File: src/rtl/fifo_rd_streamer.sv
// fifo_rd_streamer: drains a synchronous FIFO with a registered read port and
// presents the words as a valid/ready stream. A 2-entry skid buffer absorbs the
// one-cycle read latency so a consumer holding m_ready high sees one word per
// cycle, with no word lost or repeated.
module fifo_rd_streamer #(
   parameter int unsigned FIFO_WIDTH = 16,
   parameter int unsigned CNT_WIDTH  = 16
) (
   input  logic                  clk,
   input  logic                  rst,
   input  logic                  enable,
   output logic                  fifo_rd_en,
   input  logic [FIFO_WIDTH-1:0] fifo_data_out,
   input  logic                  fifo_empty,
   input  logic                  fifo_underflow,
   output logic                  m_valid,
   input  logic                  m_ready,
   output logic [FIFO_WIDTH-1:0] m_data,
   output logic [CNT_WIDTH-1:0]  rd_count,
   output logic                  underflow_err,
   output logic                  busy
);

   localparam int unsigned OCC_W = 3;
   localparam logic [OCC_W-1:0] OCC_LIMIT = OCC_W'(2);

   // Skid buffer and bookkeeping registers
   logic [FIFO_WIDTH-1:0] r_buf [2];
   logic                  r_head;
   logic                  r_tail;
   logic [1:0]            r_count;
   logic                  r_pending;
   logic [CNT_WIDTH-1:0]  r_rd_count;
   logic                  r_underflow_err;

   logic                  w_pop;
   logic                  w_capture;
   logic                  w_underflow;
   logic [OCC_W-1:0]      w_occupancy;
   logic                  w_rd_en;
   logic [1:0]            w_count_nxt;

   // Handshake and capture qualifiers
   assign w_pop       = (r_count != 2'd0) & m_ready;
   assign w_capture   = r_pending & ~fifo_underflow;
   assign w_underflow = r_pending & fifo_underflow;

   // Occupancy after this cycle, looking ahead on the pop so a full-rate
   // stream never bubbles; pop implies count >= 1, so this cannot underflow.
   assign w_occupancy = OCC_W'(r_count) + OCC_W'(r_pending) - OCC_W'(w_pop);

   // Pop request: gated by reset so nothing is issued while the FIFO resets
   assign w_rd_en = enable & ~fifo_empty & ~rst & (w_occupancy < OCC_LIMIT);

   // Buffer fill level: capture and pop together leave it unchanged
   always_comb begin
      w_count_nxt = r_count;
      unique case ({w_capture, w_pop})
         2'b10:   w_count_nxt = r_count + 2'd1;
         2'b01:   w_count_nxt = r_count - 2'd1;
         default: w_count_nxt = r_count;
      endcase
   end

   // Pending flag: a pop issued this cycle returns data next cycle
   always_ff @(posedge clk or posedge rst) begin
      if (rst) begin
         r_pending <= 1'b0;
      end else begin
         r_pending <= w_rd_en;
      end
   end

   // Skid buffer write side: store a returning word at the tail
   always_ff @(posedge clk or posedge rst) begin
      if (rst) begin
         r_buf[0] <= '0;
         r_buf[1] <= '0;
         r_tail   <= 1'b0;
      end else if (w_capture) begin
         r_buf[r_tail] <= fifo_data_out;
         r_tail        <= ~r_tail;
      end
   end

   // Skid buffer read side: advance head and count on each delivered word
   always_ff @(posedge clk or posedge rst) begin
      if (rst) begin
         r_head     <= 1'b0;
         r_rd_count <= '0;
      end else if (w_pop) begin
         r_head     <= ~r_head;
         r_rd_count <= r_rd_count + CNT_WIDTH'(1);
      end
   end

   // Fill level register
   always_ff @(posedge clk or posedge rst) begin
      if (rst) begin
         r_count <= 2'd0;
      end else begin
         r_count <= w_count_nxt;
      end
   end

   // Sticky underflow flag, cleared only by reset
   always_ff @(posedge clk or posedge rst) begin
      if (rst) begin
         r_underflow_err <= 1'b0;
      end else if (w_underflow) begin
         r_underflow_err <= 1'b1;
      end
   end

   assign fifo_rd_en    = w_rd_en;
   assign m_valid       = (r_count != 2'd0);
   assign m_data        = r_buf[r_head];
   assign rd_count      = r_rd_count;
   assign underflow_err = r_underflow_err;
   assign busy          = r_pending | (r_count != 2'd0);

endmodule

File: config.mk
export PLATFORM = sky130hd
export DESIGN_NAME = fifo_rd_streamer
export DESIGN_NICKNAME = d
export VERILOG_FILES = /design/src/rtl/fifo_rd_streamer.sv
export SDC_FILE = /design/constraint.sdc
export NUM_CORES = 1
export LEC_CHECK = 0
export ABC_CLOCK_PERIOD_IN_PS = 2250
export BUFFER_PORTS_ARGS = -buffer_cell sky130_fd_sc_hd__buf_2
export CORE_MARGIN = 2
export CORE_UTILIZATION = 35
export CTS_CLUSTER_SIZE = 24
export DETAILED_ROUTE_END_ITERATION = 16
export GPL_ROUTABILITY_DRIVEN = 1
export PLACE_DENSITY = 0.64
export REMOVE_ABC_BUFFERS = 1
export SLEW_MARGIN = 20
export SYNTH_ARGS = -nofsm -noshare
export SYNTH_HDL_FRONTEND = slang
export SYNTH_SLANG_ARGS = --single-unit
export TNS_END_PERCENT = 5
File: constraint.sdc
create_clock -name clk -period 2.25 [get_ports clk]
set_clock_uncertainty 0.2 [all_clocks]
set_input_delay 0.1125 -clock clk [delete_from_list [all_inputs] [get_ports clk]]
set_output_delay 0.1125 -clock clk [all_outputs]
set_load 0.005 [all_outputs]
Yosys cells after proc, flatten, opt, wreduce, memory -nomap -nowiden
Index checks and enable logic that the tools add are counted.
{"block": "word_totals", "reg_bits": 54}
{"block": "op_classes", "mux": 7, "n_eq_ne": 2, "bitwise_logic": 14, "order_cmp": 4, "add_sub_neg": 5, "reduce_logical": 3}
{"operator": "$mux 16", "n": 4}
{"operator": "$bwmux 32", "n": 1}
{"operator": "$add 16x1->16 const B", "n": 1}
{"operator": "$demux 16 s1", "n": 1}
{"operator": "$and 1x1->1", "n": 6}
{"operator": "$not 1->1", "n": 5}
{"operator": "$ge 2x2->1 const B", "n": 2}
{"operator": "$not 1->2", "n": 2}
{"operator": "$pmux 2 s2", "n": 1}
{"operator": "$reduce_bool 2->1", "n": 2}
{"operator": "$add 2x1->3", "n": 1}
{"operator": "$lt 3x2->1 const B", "n": 1}
{"operator": "$sub 3x1->3", "n": 1}
{"operator": "$add 2x1->2 const B", "n": 1}
{"operator": "$eq 2x1->1 const B", "n": 1}
{"operator": "$eq 2x2->1 const B", "n": 1}
{"operator": "$lt 2x1->1 const B", "n": 1}
{"operator": "$sub 2x1->2 const B", "n": 1}
{"operator": "$logic_and 1x1->1", "n": 1}
{"operator": "$or 1x1->1", "n": 1}

Depth between registers and ports, before layout
{"block": "logic_depth", "depth_word": 6, "mapped_depth": 7}

Least setup slack after synthesis
OpenSTA, ideal clock, no wires.
{"block": "synth_path", "kind": "register to register", "startpoint": "register r_count[1]", "endpoint": "register r_pending", "n_path_buf": 1, "setup_slack_ns": 0.010, "arrival_ns": 1.897, "path_stages_with_launch": 8, "path_cell_list": "dfrtp_1 buf_2 or2_1 nand2_1 nor2_1 fa_1 nand2_1 nor4_1"}
{"block": "synth_via", "elab_chain_len": 5}
{"item": "start, declared", "line": "31", "text": "logic [1:0] r_count;"}
{"item": "start signal, assigned", "line": "102", "text": "r_count <= w_count_nxt;"}
{"item": "$reduce_bool 2->1"}
{"item": "net m_valid", "line": "16", "text": "output logic m_valid,"}
{"item": "$and 1x1->1", "line": "44", "text": "assign w_pop = (r_count != 2'd0) & m_ready;"}
{"item": "$sub 3x1->3", "line": "50", "text": "assign w_occupancy = OCC_W'(r_count) + OCC_W'(r_pending) - OCC_W'(w_pop);"}
{"item": "$lt 3x2->1", "line": "53", "text": "assign w_rd_en = enable & ~fifo_empty & ~rst & (w_occupancy < OCC_LIMIT);"}
{"item": "$and 1x1->1", "line": "53"}
{"item": "net fifo_rd_en", "line": "12", "text": "output logic fifo_rd_en,"}
{"item": "end signal, assigned", "line": "70", "text": "r_pending <= w_rd_en;"}
{"item": "end, declared", "line": "32", "text": "logic r_pending;"}
The timed path passes the listed nets, and every way through them passes these cells.
A chain may end at the register's enable or synchronous reset.

Final worst setup path
{"block": "layout_path", "startpoint": "register r_count[1]", "endpoint": "output port fifo_rd_en"}
{"block": "layout_via", "elab_chain_len": 5}
{"item": "branches (longest 2 deep; another with $add 2x1->3)"}
{"item": "$sub 3x1->3 *", "line": "50"}
{"item": "$lt 3x2->1 *", "line": "53"}
{"item": "$and 1x1->1 *", "line": "53"}
{"item": "end, declared", "line": "12"}
Every way passes the cells marked *.

==> results.md <==
- Violated checks: setup timing
- Total power: 0.00352 W
- Final setup fails: 1
- CP Data Arrival Time: 2.08 ns
- Setup crit end kind: output port
- HPWL Detailed: 3.17 mm
- Reg2reg path depth: 6
- Antenna Nets Post-Route: 0
- Clock buffer depth: 2
- First-pass GRT wire length: 7.87 mm
- Worst hold stages: 4
- Ratio of cells with drive above 1 in the final layout: 49.0%
- GR Util All Layers: 13.2%
- Layout Nets: 284
- Status: finished with violations
- Mapped Area: 2440 sq um
- Worst path bufs/invs: 1
- Post-layout min period: 2.40 ns
- Final Hold Vio Count: 0
- Filler instances: 632
- Leakage: 1.59 nW
- # DRC: 0
- Cell Area, Placed: 2820 sq um
- Register area: 1350 sq um
- Clock slew at reported path FFs: 0.10 ns
- Initial Util: 36.1%
- Hold Path Class: in2reg
- Met1 Usage GRT: 16.4%
- Max-cap violation count: 0
- Largest net degree at the start of global routing: 35
- Hold EP: r_count[1]
- Number of buffers inserted by port buffering: 57
- Drt initial violations: 30
- Cts bufs inserted: 5
- Via Count: 1,609
- Max VDD drop: 0.450 mV
- RSZ-0062 raised after global routing: yes
- Post-synth top area share: 55.4%
- Fin area: 3170 sq um
- Core Area: 6760 sq um
- Fin crit share: 107%
- Delay-heaviest family, CP: simple AND/OR/NAND/NOR gates
- GP Congestion: 0.714
- Detail-routed via count per cell: 4.72
- Post-synthesis sequential area ratio: 55.4%
- #FFs+latches synth: 54
- Met2 Usage GRT: 22.6%
- Worst r2r src: r_count[1]
- Post-route setup slack: -0.147 ns
- Final WL: 4.82 mm
- Syn. warnings: 0
- Slew Viols, Final: 0
- Distinct cells, synth: 30
- Die Area: 7650 sq um
- Top cell type by total area after synthesis: dfrtp_1
- Most numerous cell on the critical path: nand2_2
- Flop2flop setup slack: 0.33 ns
- Clock Sinks: 54
- Routed wire length per instance: 14.1 um
- Util after Layout: 46.9%
- Top Usage Layer GRT: met2
- Capturing point of the worst reg2reg path: r_pending
- M3 GR Usage: 3.13%
- Number of diodes: 0
- CTS tree: done
- F_max: 417 MHz
- CP max FO: 2
- Chip Height: 87.5 um
- Vias in the first global route: 1,653
- Crit-path slowest cell: fa_1
- Crit path cell chain: or2_1, nand2_2, nor2_2, fa_1, nand2_2, nor4_4, buf_2
- H-tree depth: 2
- Initial antenna violation count: 0
- TritonRoute pass-1 iters: 3
- PD cells: 1110 nW/um^2
- Cells after synthesis: 176
- Largest cells by area after synthesis: dfrtp_1 55%, mux2_2 22%, xnor2_1 5.0%
- Startpoint types: flop
- FP Rows: 30
- CP Class: reg2out
- Area Growth Syn to Fin: 30.1%
- WP data required: 1.94 ns
- Multi-input logic area: 1040 sq um
- DIE WIDTH: 87.5 um
- Gr ovfl total: 0
- Worst-margin pin slew: 0.461 ns
- IO Count: 58
- Root buffer cell: clkbuf_8
- Mapped Avg Cell Area: 13.9 sq um
- Worst Min Path Start: m_ready
- Clock Latency Late Sink: 0.30 ns
- Slowest stage delay, CP: 0.50 ns
- Relative slew margins: 69.2%
-- worst reg2reg max path: stages, from the launching register on --
cell     delay [ns]
dfrtp_1        0.39
or2_1          0.25
nand2_2        0.08
nor2_2         0.04
fa_1           0.50
nand2_2        0.07
nor4_4         0.30
-- per-layer routing --
metal | vias to the layer above | part of all wire, %
li1 | 775 | -
met1 | 786 | 46
met2 | 40 | 48
met3 | 8 | 4.4
met4 | 0 | 1.3
met5 | - | 0
-- layout make-up --
class | instances | area share [%]
multi-input cells | 113 | 32.9
repair buffers | 84 | 17.4
clock buffers | 5 | 2.17
flip-flops and latches | 54 | 42.6
clock inverters | 3 | 1.42
well taps | 80 | 3.16
inverters | 2 | 0.237
-- report_power, final --
group	internal, W	switching, W	total [W]
clock network	0.000331	0.000322	0.000653
logic	0.000787	0.000503	0.00129
registers	0.00134	0.000231	0.00158
-- through the flow --
step	setup WS (ns)	cells	hold slack, ns	TNS, ns
3_5_place_dp	0.186	311	-0.0288	0
3_3_place_gp	0.223	311	-0.0237	0
5_1_grt	-0.249	341	0.0705	-0.249
2_1_floorplan	0.0675	169	0.0106	0
6_report	-0.147	341	0.0605	-0.147
4_1_cts	-0.104	338	-0.244	-0.104
-- cells by family (layout without fill, tap and decap cells) --
logic type      count (synthesis)  count (layout)  synth area share [%]
flops                          54              54                  55.4
xor+xnor                       21              21                  7.54
simple gates                   37              37                  8.98
fa+ha+maj                       2               2                  1.33
mux                            49              49                  22.6
compound gates                  4               4                  1.44
buf+inv                         9              94                  2.67
-- worst max path at each step --
stage / from / end / cells past startpoint
CTS: r_count[0] / fifo_rd_en / 7
global route: r_count[1] / fifo_rd_en / 7
global placement: r_count[0] / fifo_rd_en / 7
finish: r_count[1] / fifo_rd_en / 7
detailed placement: r_count[0] / fifo_rd_en / 7
floorplan: r_count[1] / r_pending / 6
-- placed cells by master (no fill, tap or decap), types with 2 or more instances in the layout --
cell / instances
and4_1: 2
clkbuf_8: 5
nor2_1: 7
dlygate4sd3_1: 21
buf_4: 5
nand2_2: 2
buf_2: 57
clkinvlp_4: 2
nand3_1: 4
xor2_1: 7
xnor2_1: 14
nand2_1: 7
and3_1: 4
mux2_2: 48
dfrtp_1: 53
-- cell usage after synthesis --
master	count
a21o_1	1
a21oi_1	1
and3_1	4
and3b_1	1
and4_1	2
buf_2	4
buf_6	2
buf_8	1
dfrtp_1	54
fa_1	1
ha_1	1
inv_1	2
mux2_1	1
mux2_2	48
nand2_1	9
nand2b_1	1
nand3_1	4
nand3b_1	1
nand3b_4	1
nand4_1	1
nor2_1	8
nor2_8	1
nor3_1	1
nor4_1	1
o2111ai_2	1
o211ai_1	1
or2_1	1
or3_1	1
xnor2_1	14
xor2_1	7
-- state kept, by name (all words and copies together) (netlist names) --
signal / cells
r_head: 1
r_pending: 1
r_buf: 32
rd_count: 16
r_tail: 1
underflow_err: 1
r_count: 2
-- repair_timing --
item / in CTS / in global routing
setup buffers: 0 / 1
hold endpoints to repair: 55 / 1
hold buffers: 19 / 2
gates resized for setup: 1 / 5
setup endpoints to repair: 1 / 1
pin swaps: 0 / 5
(Power assumes the default switching activity.)
